[src/rtl/phys_reg_bitmap_pkg.sv]
// Shared CPU constants for the rename stage: physical/architectural register counts and index type.
// Pure declarations, no timing or flow-control behaviour.
package phys_reg_bitmap_pkg;

  localparam int PHYS_REGS = 64;
  localparam int ARCH_REGS = 32;

  typedef logic [$clog2(PHYS_REGS)-1:0] phys_idx_t;

endpackage

[src/rtl/phys_reg_bitmap_decoder.sv]
// Binary index to one-hot mask decoder with out-of-range detect (index >= WIDTH gives a zero mask).
// Purely combinational, zero latency, no backpressure.
module index_decoder_onehot #(
  parameter  int WIDTH = 64,
  localparam int IW    = $clog2(WIDTH)
) (
  input  logic             en,
  input  logic [IW-1:0]    idx,
  output logic [WIDTH-1:0] onehot,
  output logic             oor
);

  logic in_range;

  always_comb begin
    in_range = (32'(idx) < WIDTH);
    oor      = en & ~in_range;
    onehot   = (en && in_range) ? (WIDTH'(1) << idx) : '0;
  end

endmodule

[src/rtl/phys_reg_bitmap.sv]
// Physical register free bitmap: one allocate port, NSET release ports, free count, empty/full, sticky error.
// Single registered stage, outputs update the cycle after a request; no backpressure, requests always accepted.
module phys_reg_bitmap
  import phys_reg_bitmap_pkg::*;
#(
  parameter  int WIDTH    = PHYS_REGS,
  parameter  int NSET     = 2,
  parameter  int RESERVED = ARCH_REGS,
  localparam int IW       = $clog2(WIDTH),
  localparam int CW       = $clog2(WIDTH + 1)
) (
  input  logic               clk,
  input  logic               rst_n,
  input  logic               clr_valid,
  input  logic [IW-1:0]      clr_idx,
  input  logic [NSET-1:0]    set_valid,
  input  logic [NSET*IW-1:0] set_idx,
  output logic [WIDTH-1:0]   bitmap,
  output logic [CW-1:0]      free_count,
  output logic               empty,
  output logic               full,
  output logic               err
);

  // Architectural registers occupy the low entries out of reset.
  localparam logic [WIDTH-1:0] RST_MAP   = ~((WIDTH'(1) << RESERVED) - WIDTH'(1));
  localparam logic [CW-1:0]    RST_COUNT = CW'(WIDTH - RESERVED);
  localparam logic             RST_EMPTY = (RESERVED == WIDTH);
  localparam logic             RST_FULL  = (RESERVED == 0);

  logic [WIDTH-1:0] clr_mask;
  logic             clr_oor;
  logic [WIDTH-1:0] set_mask [NSET];
  logic [NSET-1:0]  set_oor;

  logic [WIDTH-1:0] set_any;
  logic             err_evt;

  logic [WIDTH-1:0] bitmap_d, bitmap_q;
  logic [CW-1:0]    count_d, count_q;
  logic             empty_d, empty_q;
  logic             full_d, full_q;
  logic             err_d, err_q;

  index_decoder_onehot #(.WIDTH(WIDTH)) u_clr_dec (
    .en     (clr_valid),
    .idx    (clr_idx),
    .onehot (clr_mask),
    .oor    (clr_oor)
  );

  for (genvar k = 0; k < NSET; k++) begin : g_set_dec
    index_decoder_onehot #(.WIDTH(WIDTH)) u_set_dec (
      .en     (set_valid[k]),
      .idx    (set_idx[k*IW +: IW]),
      .onehot (set_mask[k]),
      .oor    (set_oor[k])
    );
  end

  // All error checks look at the bitmap held this cycle, not the updated one.
  always_comb begin
    set_any = '0;
    err_evt = clr_oor | (|set_oor) | (|(clr_mask & ~bitmap_q));
    for (int k = 0; k < NSET; k++) begin
      set_any = set_any | set_mask[k];
      err_evt = err_evt | (|(set_mask[k] & bitmap_q));
      for (int j = 0; j < k; j++) begin
        err_evt = err_evt | (|(set_mask[j] & set_mask[k]));
      end
    end
    err_evt = err_evt | (|(clr_mask & set_any));

    bitmap_d = (bitmap_q & ~clr_mask) | set_any;

    count_d = '0;
    for (int i = 0; i < WIDTH; i++) begin
      count_d = count_d + CW'(bitmap_d[i]);
    end

    empty_d = (count_d == '0);
    full_d  = (count_d == CW'(WIDTH));
    err_d   = err_q | err_evt;
  end

  always_ff @(posedge clk or negedge rst_n) begin
    if (!rst_n) begin
      bitmap_q <= RST_MAP;
      count_q  <= RST_COUNT;
      empty_q  <= RST_EMPTY;
      full_q   <= RST_FULL;
      err_q    <= 1'b0;
    end else begin
      bitmap_q <= bitmap_d;
      count_q  <= count_d;
      empty_q  <= empty_d;
      full_q   <= full_d;
      err_q    <= err_d;
    end
  end

  assign bitmap     = bitmap_q;
  assign free_count = count_q;
  assign empty      = empty_q;
  assign full       = full_q;
  assign err        = err_q;

endmodule

[config.mk]
export PLATFORM = sky130hd
export DESIGN_NAME = phys_reg_bitmap
export DESIGN_NICKNAME = d
export VERILOG_FILES = /design/src/rtl/phys_reg_bitmap_pkg.sv /design/src/rtl/phys_reg_bitmap_decoder.sv /design/src/rtl/phys_reg_bitmap.sv
export SDC_FILE = /design/constraint.sdc
export NUM_CORES = 1
export LEC_CHECK = 0
export ABC_AREA = 1
export BUFFER_PORTS_ARGS = -buffer_cell sky130_fd_sc_hd__buf_2
export CORE_ASPECT_RATIO = 1.75
export CORE_MARGIN = 4
export CORE_UTILIZATION = 29
export CTS_CLUSTER_SIZE = 25
export DETAILED_ROUTE_END_ITERATION = 8
export HOLD_SLACK_MARGIN = 0.1
export PLACE_DENSITY = 0.46
export SKIP_LAST_GASP = 1
export SYNTH_ARGS = -nofsm -noshare
export SYNTH_HDL_FRONTEND = slang
export SYNTH_HIERARCHICAL = 1
export SYNTH_SLANG_ARGS = --single-unit
[constraint.sdc]
create_clock -name clk -period 6.23 [get_ports clk]
set_input_delay 0.3115 -clock clk [delete_from_list [all_inputs] [get_ports clk]]
set_output_delay 0.3115 -clock clk [all_outputs]
set_load 0.05 [all_outputs]
==> metrics.md <==
| Metric | Value |
|---|---|
| CTS tree | yes |
| Critical path fanouts, max | 4 |
| HPWL after DPL | 53.34 mm |
| Layout cells sized above 1 | 37.40% |
| Syn-to-layout area delta | 58.47% |
| CTS sink cnt | 74 |
| Synthesized area | 8686 um2 |
| Fin Clk Skew | 0.01392 ns |
| Critical path's most frequent cell | fa_1 |
| Largest family of logic cells by synthesized area | simple AND/OR/NAND/NOR gates |
| Worst Path Required | 6.51 ns |
| Worst reg-to-reg path cell count | 22 |
| CTS Buf Count | 9 |
| Worst Slack Setup Final | -0.3400 ns |
| Setup violators final | 7 |
| Fin nets | 2060 |
| Hold crit path type | input pin to async pin |
| Max incr delay on CP | 0.61 ns |
| Chip height | 236.9 um |
| Seq/Total Area, Yosys | 21.79% |
| Remaining DRCs | 0 |
| Antenna-violating nets left | 0 |
| Ant diodes | 0 |
| Cells after Synth | 1477 |
| H-tree levels | 3 |
| Synth Area in Simple Gates | 45.07% |
| Clock Path Buffers | 2 |
| RSZ-0062 raised after global routing | true |
| Core area | 29490 um2 |
| Adder-cell share of the synthesized area | 14.61% |
| Syn_nets | 1569 |
| Ports | 97 |
| Die W | 138.8 um |
| Setup TNS | -1.251 ns |
| DR vias/cell | 5.012 |
| Worst-margin pin slew | 1.185 ns |
| Post-synthesis mux area share | 0% |
| Final Hold Vio Count | 0 |
| Clock Tree Root | clkbuf_16 |
| GPL Wtd Cong | 1.067 |
| Reg clk slew, reported paths | 0.08 ns |
| Dpl ws | -1.187 ns |
| Kind of critical path | input pin to flop |
| Layout Cells excl Fill | 2355 |
| Failing checks | negative setup slack |
| Outcome | finished with violations |
| Max cap viols | 0 |
| Final hold slack | 0.4119 ns |
| Initial Util | 29.45% |
| Worst relative slew slack | 20.18% |
| Worst r2r src | bitmap[39] |
| Post-synthesis xor/xnor area fraction | 0.2017% |
| Critical-path top delay cell | fa_2 |
| Vias in the first global route | 11874 |
| Worst reg-to-reg setup slack | -0.17 ns |
| Iter 0 DRT Violations | 929 |
| Synth warn | 6 |
| Commonest non-fill, non-tap cell in the layout | nand2_1 |
| Setup crit start kind | input pin |
| DR vias | 11804 |
| Post-Syn Area per Cell | 5.881 um2 |
| CP Capture Type | flop |
| DR WL/cell | 25.81 um |
| Row cnt | 83 |
| Die Area | 32890 um2 |
| Fillers | 3196 |
| Max frequency | 152.2 MHz |
| Routed WL | 60.79 mm |
| Fin. max-slew vios | 0 |
| Post-Place Cells | 2305 |
| Total gr overflow | 0 |
| Worst-Skew Late Latency | 0.39 ns |
| Commonest cells after routing, fill and taps aside | nand2_1 (444), buf_4 (412), nor2_1 (328) |
| Largest net degree at the start of global routing | 47 |
| Post-synth cell types | 27 |
| Port buffer count | 96 |
| First-pass GRT wire length | 83.52 mm |
| Final period utilization | 105.5% |
| Worst Path Arrival | 6.85 ns |
| Number of synthesized register bits | 74 |
| Fin crit period | 6.570 ns |
| Router iterations before antenna repair | 7 |
| Synth Area in Compound Gates | 6.742% |
| FF-to-FF End | full |
| Initial antenna violation count | 0 |
| Total GRT Usage | 36.43% |
cell usage after synthesis:
| library cell | n | area share, % |
|---|---|---|
| buf_1 | 12 | 0.52 |
| nand3_1 | 36 | 2.1 |
| dfrtp_1 | 41 | 12 |
| a211o_1 | 1 | 0.10 |
| o21ai_0 | 85 | 4.9 |
| xor2_1 | 1 | 0.10 |
| nor3_1 | 2 | 0.12 |
| fa_1 | 54 | 12 |
| xnor2_1 | 1 | 0.10 |
| nor2_4 | 6 | 0.78 |
| dfstp_2 | 33 | 10 |
| o211ai_1 | 1 | 0.086 |
| o21ai_1 | 26 | 1.5 |
| and2_0 | 1 | 0.072 |
| nor2_1 | 393 | 17 |
| nand4_1 | 78 | 5.6 |
| conb_1 | 3 | 0.13 |
| nor2_2 | 1 | 0.072 |
| a21oi_2 | 1 | 0.10 |
| buf_4 | 9 | 0.78 |
| a21oi_1 | 1 | 0.058 |
| inv_2 | 25 | 1.1 |
| buf_2 | 21 | 1.2 |
| ha_1 | 15 | 2.2 |
| nand2_1 | 448 | 19 |
| clkbuf_1 | 3 | 0.13 |
| inv_1 | 179 | 7.7 |
per-stage QoR:
step / util [%] / cell area, um2
2_1_floorplan: - / 8984
3_3_place_gp: 42.97 / 12670
3_5_place_dp: 42.97 / 12670
4_1_cts: 45.29 / 13360
5_1_grt: 46.67 / 13760
6_report: 46.67 / 13760
sequential cells by signal, summed over array words and instances, names as in the netlist:
register / count
full: 1
free_count: 7
err: 1
bitmap: 64
empty: 1
how the worst max path moves through the flow:
stage               startpoint   end  slack, ns  depth (start not counted)
CTS                 set_idx[0]  full      -0.45                         30
floorplan           set_idx[3]  full      -0.10                         31
detailed placement  set_idx[3]  full      -1.19                         25
finish              set_idx[0]  full      -0.34                         30
global placement    set_idx[3]  full      -1.19                         29
global route        set_idx[2]  full      -0.53                         32
repair_timing:
action	CTS	global route
hold buffers	1	0
hold endpoints to repair	15	0
endpoints found under the setup margin	9	8
setup buffers	16	18
pin swaps	23	47
cloned	0	0
gates resized for setup	75	97
layout make-up:
type / instances / area, um2 / share of cell area (%)
multi-input combinational: 1154 / 6361 / 46.21
timing repair buffer: 525 / 3911 / 28.42
sequential: 74 / 1893 / 13.75
inverter: 204 / 808.3 / 5.872
tap: 382 / 478.0 / 3.472
clock buffer: 9 / 225.2 / 1.636
clock inverter: 7 / 87.58 / 0.6363
kinds of logic after synthesis:
family                     after synthesis
xor gates and xnor gates                 2
other                                    3
and+or+nand+nor                        965
adders and majority gates               69
buffers and inverters                  249
AOI/OAI and AO/OA                      115
DFF                                     74
per-layer routing:
metal	up-vias	wire length [um]	global-route usage [%]
met4	0	7565	35.99
met5	-	0	0
li1	5530	-	-
met2	520	29380	61.98
met3	200	2672	4.041
met1	5554	21170	38.04
worst max-delay path, delay by kind of cell:
family / cells / cell delay, ns
buf+inv: 8 / 0.71
simple gates: 10 / 0.96
fa+ha+maj: 10 / 4.63
compound gates: 2 / 0.21
Power is left out: the tool's default activity adds up to more than one toggle a clock period on the data nets, which glitch-free logic cannot reach.
